`src/rtl/alu_mul_seq_pkg.sv`:
```
// Shared definitions for the shift-add multiplier controller: ALU opcodes and FSM encoding.
package alu_mul_seq_pkg;

  localparam logic [3:0] ALUOP_AND = 4'b0000;
  localparam logic [3:0] ALUOP_OR  = 4'b0001;
  localparam logic [3:0] ALUOP_ADD = 4'b0010;
  localparam logic [3:0] ALUOP_SUB = 4'b0110;
  localparam logic [3:0] ALUOP_SLT = 4'b0111;

  typedef enum logic [1:0] {
    S_IDLE = 2'd0,
    S_RUN  = 2'd1,
    S_DONE = 2'd2
  } state_t;

endpackage

```
`src/rtl/alu_mul_seq_if.sv`:
```
// Request/response and ALU-drive signals of the multiplier controller, bundled for the EX stage.
interface alu_mul_seq_if #(
    parameter int XLEN = 64
);
    logic            start;
    logic [XLEN-1:0] a;
    logic [XLEN-1:0] b;
    logic            busy;
    logic            done;
    logic [XLEN-1:0] product;
    logic [XLEN-1:0] alu_a;
    logic [XLEN-1:0] alu_b;
    logic [3:0]      alu_op;
    logic [XLEN-1:0] alu_result;

    // The parent (issuer plus the ALU beside the controller) is the master.
    modport master (
        output start, a, b, alu_result,
        input  busy, done, product, alu_a, alu_b, alu_op
    );

    modport slave (
        input  start, a, b, alu_result,
        output busy, done, product, alu_a, alu_b, alu_op
    );
endinterface

```
`src/rtl/alu_mul_seq.sv`:
```
// Iterative shift-add multiplier: one ALU ADD per iteration, yields the low XLEN bits of a*b.
module alu_mul_seq
    import alu_mul_seq_pkg::*;
#(
    parameter int XLEN       = 64,
    parameter bit EARLY_EXIT = 1'b1
) (
    input logic          clk,
    input logic          rst,
    alu_mul_seq_if.slave bus
);

    localparam int              CNT_W    = $clog2(XLEN);
    localparam logic [CNT_W-1:0] CNT_LAST = CNT_W'(XLEN - 1);

    state_t            state;
    state_t            state_nxt;
    logic              accept;
    logic [XLEN-1:0]   acc;
    logic [XLEN-1:0]   mcand;
    logic [XLEN-1:0]   mplier;
    logic [CNT_W-1:0]  cnt;

    // NOTE: sequential state uses non-blocking assignments so every register samples pre-edge values.
    always_ff @(posedge clk or posedge rst) begin
        if (rst) state <= S_IDLE;
        else     state <= state_nxt;
    end

    // NOTE: defaults first so no path through the case leaves a signal unassigned (no latches).
    always_comb begin
        state_nxt = state;
        accept    = 1'b0;
        unique case (state)
            S_IDLE: begin
                if (bus.start) begin
                    accept    = 1'b1;
                    state_nxt = S_RUN;
                end
            end
            S_RUN: begin
                // Early exit looks at the multiplier as it will be after this shift.
                if ((cnt == CNT_LAST) || (EARLY_EXIT && (mplier[XLEN-1:1] == '0)))
                    state_nxt = S_DONE;
            end
            S_DONE: begin
                accept    = bus.start;
                state_nxt = bus.start ? S_RUN : S_IDLE;
            end
            default: state_nxt = S_IDLE;
        endcase
    end

    // NOTE: datapath registers are few and must read 0 after reset, so all of them are reset.
    always_ff @(posedge clk or posedge rst) begin
        if (rst) begin
            acc    <= '0;
            mcand  <= '0;
            mplier <= '0;
            cnt    <= '0;
        end else if (accept) begin
            acc    <= '0;
            mcand  <= bus.a;
            mplier <= bus.b;
            cnt    <= '0;
        end else if (state == S_RUN) begin
            if (mplier[0]) acc <= bus.alu_result;
            mcand  <= mcand << 1;
            mplier <= mplier >> 1;
            cnt    <= cnt + 1'b1;
        end
    end

    assign bus.busy    = (state == S_RUN);
    assign bus.done    = (state == S_DONE);
    assign bus.product = acc;
    assign bus.alu_a   = acc;
    assign bus.alu_b   = mcand;
    assign bus.alu_op  = ALUOP_ADD;

endmodule

```
`src/flat_wrapper.sv`:
```
// flat-port wrapper written by rule: the top's interface ports become plain ports
module alu_mul_seq_flat import alu_mul_seq_pkg::*;
#(
    parameter int XLEN       = 64,
    parameter bit EARLY_EXIT = 1'b1
)
  (clk, rst, bus_start, bus_a, bus_b, bus_alu_result, bus_busy, bus_done, bus_product, bus_alu_a, bus_alu_b, bus_alu_op);
  alu_mul_seq_if #(.XLEN(XLEN)) bus_i ();
  input logic clk;
  input logic rst;
  input wire logic [$bits(bus_i.start)-1:0] bus_start;
  input wire logic [$bits(bus_i.a)-1:0] bus_a;
  input wire logic [$bits(bus_i.b)-1:0] bus_b;
  input wire logic [$bits(bus_i.alu_result)-1:0] bus_alu_result;
  output wire logic [$bits(bus_i.busy)-1:0] bus_busy;
  output wire logic [$bits(bus_i.done)-1:0] bus_done;
  output wire logic [$bits(bus_i.product)-1:0] bus_product;
  output wire logic [$bits(bus_i.alu_a)-1:0] bus_alu_a;
  output wire logic [$bits(bus_i.alu_b)-1:0] bus_alu_b;
  output wire logic [$bits(bus_i.alu_op)-1:0] bus_alu_op;
  assign bus_i.start = bus_start;
  assign bus_i.a = bus_a;
  assign bus_i.b = bus_b;
  assign bus_i.alu_result = bus_alu_result;
  assign bus_busy = bus_i.busy;
  assign bus_done = bus_i.done;
  assign bus_product = bus_i.product;
  assign bus_alu_a = bus_i.alu_a;
  assign bus_alu_b = bus_i.alu_b;
  assign bus_alu_op = bus_i.alu_op;
  alu_mul_seq #(.XLEN(XLEN), .EARLY_EXIT(EARLY_EXIT)) u_core (.clk(clk), .rst(rst), .bus(bus_i));
endmodule
```
`config.mk`:
```
export PLATFORM = sky130hd
export DESIGN_NAME = alu_mul_seq_flat
export DESIGN_NICKNAME = d
export VERILOG_FILES = /design/src/rtl/alu_mul_seq_pkg.sv /design/src/rtl/alu_mul_seq_if.sv /design/src/rtl/alu_mul_seq.sv /design/src/flat_wrapper.sv
export SDC_FILE = /design/constraint.sdc
export NUM_CORES = 1
export LEC_CHECK = 0
export CAP_MARGIN = 20
export CELL_PAD_IN_SITES_DETAIL_PLACEMENT = 1
export CELL_PAD_IN_SITES_GLOBAL_PLACEMENT = 1
export CORE_MARGIN = 2
export CORE_UTILIZATION = 30
export DETAILED_ROUTE_END_ITERATION = 10
export PLACE_DENSITY = 0.9
export SYNTH_ARGS = -nofsm -noshare
export SYNTH_HDL_FRONTEND = slang
export SYNTH_SLANG_ARGS = --single-unit
```
`constraint.sdc`:
```
create_clock -name clk -period 7.85 [get_ports clk]
set_input_delay 1.1775 -clock clk [delete_from_list [all_inputs] [get_ports clk]]
set_output_delay 1.1775 -clock clk [all_outputs]
set_load 0.1 [all_outputs]
```
==> flow_metrics.tcl, run 1 <==
set metrics [dict create \
    cap_violations 0 \
    syn_area_um2 9010 \
    dr.first_iter.drc_count 566 \
    numCtsBuffers 17 \
    grt_pass1_vias 8802 \
    synth_area_per_cell_um2 8.74 \
    gr-total-overflow 0 \
    worstPathMaxFanout 65 \
    async_reset_ff_share_pct 100 \
    gp_congestion 0.779 \
    dp.cells 1679 \
    syn_inst 1030 \
    hp-start "u_core.cnt[5]$_DFFE_PP0P_" \
    nFillCells 3420 \
    drt-vias-per-instance 4.90 \
    grtUsageMet1_pct 23.5 \
    yosys_warnings 0 \
    synth-main-ff-cell "dfrtp_1" \
    rrSetupSlack_ps 4350 \
    antenna_found_initial 0 \
    end_kind "output port" \
    cp.required_ps 6670 \
    wl_mm 30.6 \
    post_cts_buffers 0 \
    fin_crit_ps 4190 \
    fp-row-count 63 \
    use_met2_pct 33.9 \
    die_w_um 177 \
    drv_slew 0 \
    synth-seq-cells 200 \
    clockBufferDepth 2 \
    synth_edf_count 0 \
    setup_viol_count_final 0 \
    start_util_pct 30.4 \
    port_buffers 388 \
    hold_viol_final 0 \
    hpwl_mm 21.6 \
    crit_type "reg -> out" \
    worst_setup_path_start_kind "flip-flop" \
    clock.fmax_ghz 0.238 \
    period_share_pct 53.4 \
    postPlaceCellArea_um2 12700 \
    finalNonFillerCells 1713 \
    min_path_type "reg -> reg" \
    clk_latency_ps 430 \
    vias 8396 \
    io_pins 393 \
    crit_slowest_cell "clkdlybuf4s50_1" \
    die_y_um 177 \
    dr.pass1.iters 5 \
    min_to "u_core.cnt[5]$_DFFE_PP0P_" \
    relSlewSlack_pct 30.0 \
    root_buffer "clkbuf_16" \
    cts_tree "built" \
    r2r_start "u_core.state[1]$_DFFE_PP0P_" \
    insertedDiodeCount 0 \
    seqCellArea_um2 5000 \
    layout-drive-gt1-share_pct 4.08 \
    nNetsFinal 1506 \
    coreArea_um2 29600 \
    drtAntennaViolNets 0 \
    postLayoutCellArea_um2 13300 \
    rsz0062_at_grt "no" \
    wl_per_cell_um 17.9 \
    status "completed" \
    grt_pass1_wl_mm 47.7 \
    grtUsageMet3_pct 3.76 \
    ys_seq_area_share_pct 55.6 \
    post_cts_resized 0 \
    drc 0 \
    cp_slowest_stage_delay_ps 1230 \
    clkTransAtPathRegs_ps 80 \
    busiest_layer "met2" \
    worst-endpoint-arrival_ps 3020 \
    whs_path_depth 1 \
    totalNegativeSetupSlack_ps 0 \
    worstMarginPinSlew_ps 1050 \
    die-area_um2 31400 \
    grt_usage_pct 19.1 \
    ys_types 31 \
    skew_ps 20.5 \
    cts.sinks 200 \
    rr_worst_depth 8 \
    area_growth_pct 48.1 \
    grt_max_degree 124 \
    h-tree-depth 4 \
    holdBufCountCts 0 \
    multi_input_area_um2 3240 \
    timing.rr.end "u_core.bus.alu_a[57]$_DFFE_PP0P_" \
    path_cells "nand2b_2 -> buf_4 -> inv_4 -> clkdlybuf4s50_1" \
]
metal layers:
layer  vias up  routed length (um)
met1      4176               12300
met3        31                1610
met2       271               16100
met5         -                   0
met4         0                 573
li1       3918                   -
per-stage QoR:
stage	hold slack, ps	setup WS [ps]	util, %
2_1_floorplan	447	1220	-
3_3_place_gp	468	4090	42.8
3_5_place_dp	493	4020	42.8
4_1_cts	509	3630	44.9
5_1_grt	531	3510	45.0
6_report	508	3660	45.0
flip-flops by register name (all words and copies together), names as in the netlist:
signal	count
u_core.mplier	64
u_core.state	2
u_core.bus.alu_a	64
u_core.bus.alu_b	64
u_core.cnt	6
cell usage after synthesis, drive strengths merged, types with 3 or more instances:
cell    count  area [um^2]
clkbuf     51          191
a22oi      63          473
a31oi      63          394
nand2     387         1450
nand4       6         37.5
nor4       15          119
buf        88          596
nor2       66          250
nand3      67          335
dfrtp     200         5000
a21oi       3         15.0
cell type report:
class / instances / area share (%)
clock buffer: 19 / 3.39
clock inverter: 13 / 1.10
inverter: 2 / 0.131
multi-input combinational: 691 / 24.3
sequential: 200 / 37.5
tap: 390 / 3.66
timing repair buffer: 398 / 29.9
cell families after synthesis:
logic type	share of synthesized area (%)
compound gates	10.3
other cells	0.0834
xor+xnor	0.195
simple gates	24.9
fa+ha+maj	0.139
flops	55.6
buf+inv	8.82
cell usage in the layout (no fill, tap or decap), drive strengths merged:
master         netlist  layout
nor2b                2       2
inv                  2       9
clkbuf              51      19
nand4                6       6
conb                 2       4
nor2                66      66
nor3                 1       1
a31o                 1       1
and2                 1       1
nand2b               2       2
a22o                 1       1
or4                  1       1
nand3               67      67
buf                 88      10
clkinv               0       6
o211ai               1       1
o21ai                2       2
o31ai                1       1
ha                   1       1
and3                 1       1
a21oi                3       3
nand2              387     387
clkdlybuf4s50        0     388
xnor2                1       1
a31oi               63      63
xor2                 1       1
nor4                15      15
dfrtp              200     200
a22oi               63      63
how the worst max path moves through the flow:
stage,startpoint,to,slack (ps),cells after the start
6_report,u_core.state[1]$_DFFE_PP0P_,bus_busy,3660,4
5_1_grt,u_core.state[1]$_DFFE_PP0P_,bus_busy,3510,4
4_1_cts,u_core.state[1]$_DFFE_PP0P_,bus_busy,3630,4
3_5_place_dp,bus_start,u_core.bus.alu_b[18]$_DFFE_PP0P_,4020,5
3_3_place_gp,u_core.state[1]$_DFFE_PP0P_,bus_busy,4090,4
2_1_floorplan,rst,u_core.bus.alu_a[0]$_DFFE_PP0P_,1220,1
critical path: cells and delay by family (launching register included):
family,cells,cell delay (ps)
flops,1,370
buf+inv,3,2020
simple gates,1,160
Power of run 1 is left out: the tool's default activity adds up to more than one toggle a clock period on the data nets, which glitch-free logic cannot reach.
==> inputs of run 2 (changes only) <==
==> constraint.sdc (replaced) <==
create_clock -name clk -period 3.9 [get_ports clk]
set_input_delay 0.585 -clock clk [delete_from_list [all_inputs] [get_ports clk]]
set_output_delay 0.585 -clock clk [all_outputs]
set_load 0.1 [all_outputs]
==> flow_metrics.tcl, run 2 (synthesis results as in run 1) <==
set metrics [dict create \
    dr.pass1.iters 4 \
    vias 8424 \
    cts.sinks 200 \
    clock.fmax_ghz 0.352 \
    hold_viol_final 0 \
    nNetsFinal 1508 \
    grt_pass1_wl_mm 48.2 \
    min_path_type "reg -> reg" \
    drc 0 \
    dp.cells 1683 \
    clockBufferDepth 2 \
    skew_ps 15.4 \
    dr.first_iter.drc_count 586 \
    grt_max_degree 114 \
    utilization_pct 45.2 \
    gr-total-overflow 0 \
    totalNegativeSetupSlack_ps 0 \
    die_y_um 177 \
    postPlaceCellArea_um2 12800 \
    status "completed" \
    relSlewSlack_pct 29.7 \
    worst_setup_path_start_kind "flip-flop" \
    finalNonFillerCells 1716 \
    wl_mm 31.4 \
    numCtsBuffers 17 \
    hpwl_mm 22.4 \
    fin_crit_ps 2840 \
    post_cts_resized 0 \
    layout-drive-gt1-share_pct 4.30 \
    worst-endpoint-arrival_ps 2250 \
    coreArea_um2 29600 \
    cap_violations 0 \
    cp.required_ps 3310 \
    worstMarginPinSlew_ps 1050 \
    die_w_um 177 \
    area_growth_pct 48.6 \
    cts_tree "built" \
    worstPathMaxFanout 4 \
    wl_per_cell_um 18.3 \
    crit_type "reg -> out" \
    io_pins 393 \
    root_buffer "clkbuf_16" \
    start_util_pct 30.4 \
    grt_usage_pct 19.4 \
    layout_common_cells "clkdlybuf4s50_1, nand2_1, dfrtp_1" \
    fp-row-count 63 \
    h-tree-depth 4 \
    seqCellArea_um2 5000 \
    rsz0062_at_grt "no" \
    final_common_cell "clkdlybuf4s50_1" \
    post_cts_buffers 0 \
    gp_congestion 0.823 \
    clk_latency_ps 430 \
    multi_input_area_um2 3240 \
    drv_slew 0 \
    period_share_pct 72.8 \
    clkTransAtPathRegs_ps 80 \
    grt_pass1_vias 8941 \
    drtAntennaViolNets 0 \
    nFillCells 3429 \
    antenna_found_initial 2 \
    port_buffers 388 \
    die-area_um2 31400 \
    setup_viol_count_final 0 \
    holdBufCountCts 0 \
    drt-vias-per-instance 4.91 \
    end_kind "output port" \
    postLayoutCellArea_um2 13400 \
]
==> run 2: worst paths after layout <==
kind | startpoint | slack (ps) | cells past startpoint | endpoint
worst min-delay path | u_core.cnt[5]$_DFFE_PP0P_ | 500 | 1 | u_core.cnt[5]$_DFFE_PP0P_
min in group asynchronous | rst | 670 | 3 | u_core.bus.alu_a[58]$_DFFE_PP0P_
max in group asynchronous | rst | 2650 | 3 | u_core.state[1]$_DFFE_PP0P_
worst min register to register | u_core.cnt[5]$_DFFE_PP0P_ | 500 | 1 | u_core.cnt[5]$_DFFE_PP0P_
worst max register to register | u_core.state[1]$_DFFE_PP0P_ | 1650 | 6 | u_core.bus.alu_a[22]$_DFFE_PP0P_
worst max-delay path | u_core.state[0]$_DFFE_PP0P_ | 1060 | 2 | bus_done
==> run 2: worst max-delay path, stage by stage, from the launching register on <==
cell and delay (ps):
dfrtp_1 450, nor2b_1 200, clkdlybuf4s50_1 1180
==> run 2: cell type report <==
class / instances / share of cell area, %
antenna: 1 / 0.0187
clock buffer: 17 / 3.18
clock inverter: 15 / 1.51
inverter: 2 / 0.103
multi-input combinational: 691 / 24.2
sequential: 200 / 37.4
tap: 390 / 3.65
timing repair buffer: 400 / 29.9
==> run 2: through the flow <==
| step | worst slack [ps] | hold slack [ps] |
|---|---|---|
| 3_3_place_gp | 1510 | 468 |
| 2_1_floorplan | 727 | 447 |
| 4_1_cts | 1050 | 502 |
| 6_report | 1060 | 497 |
| 3_5_place_dp | 1520 | 473 |
| 5_1_grt | 1030 | 513 |
==> run 2: per-layer routing <==
layer  routed length (um)  GRT usage (%)  up-vias  part of all wire, %
li1                     -              -     3917                    -
met1                12800           23.5     4192                   41
met2                16000           33.7      255                   51
met3                 1680           4.32       58                  5.3
met4                  949           7.17        2                  3.0
met5                   13              0        -                0.041
Power of run 2 is left out for the same reason.
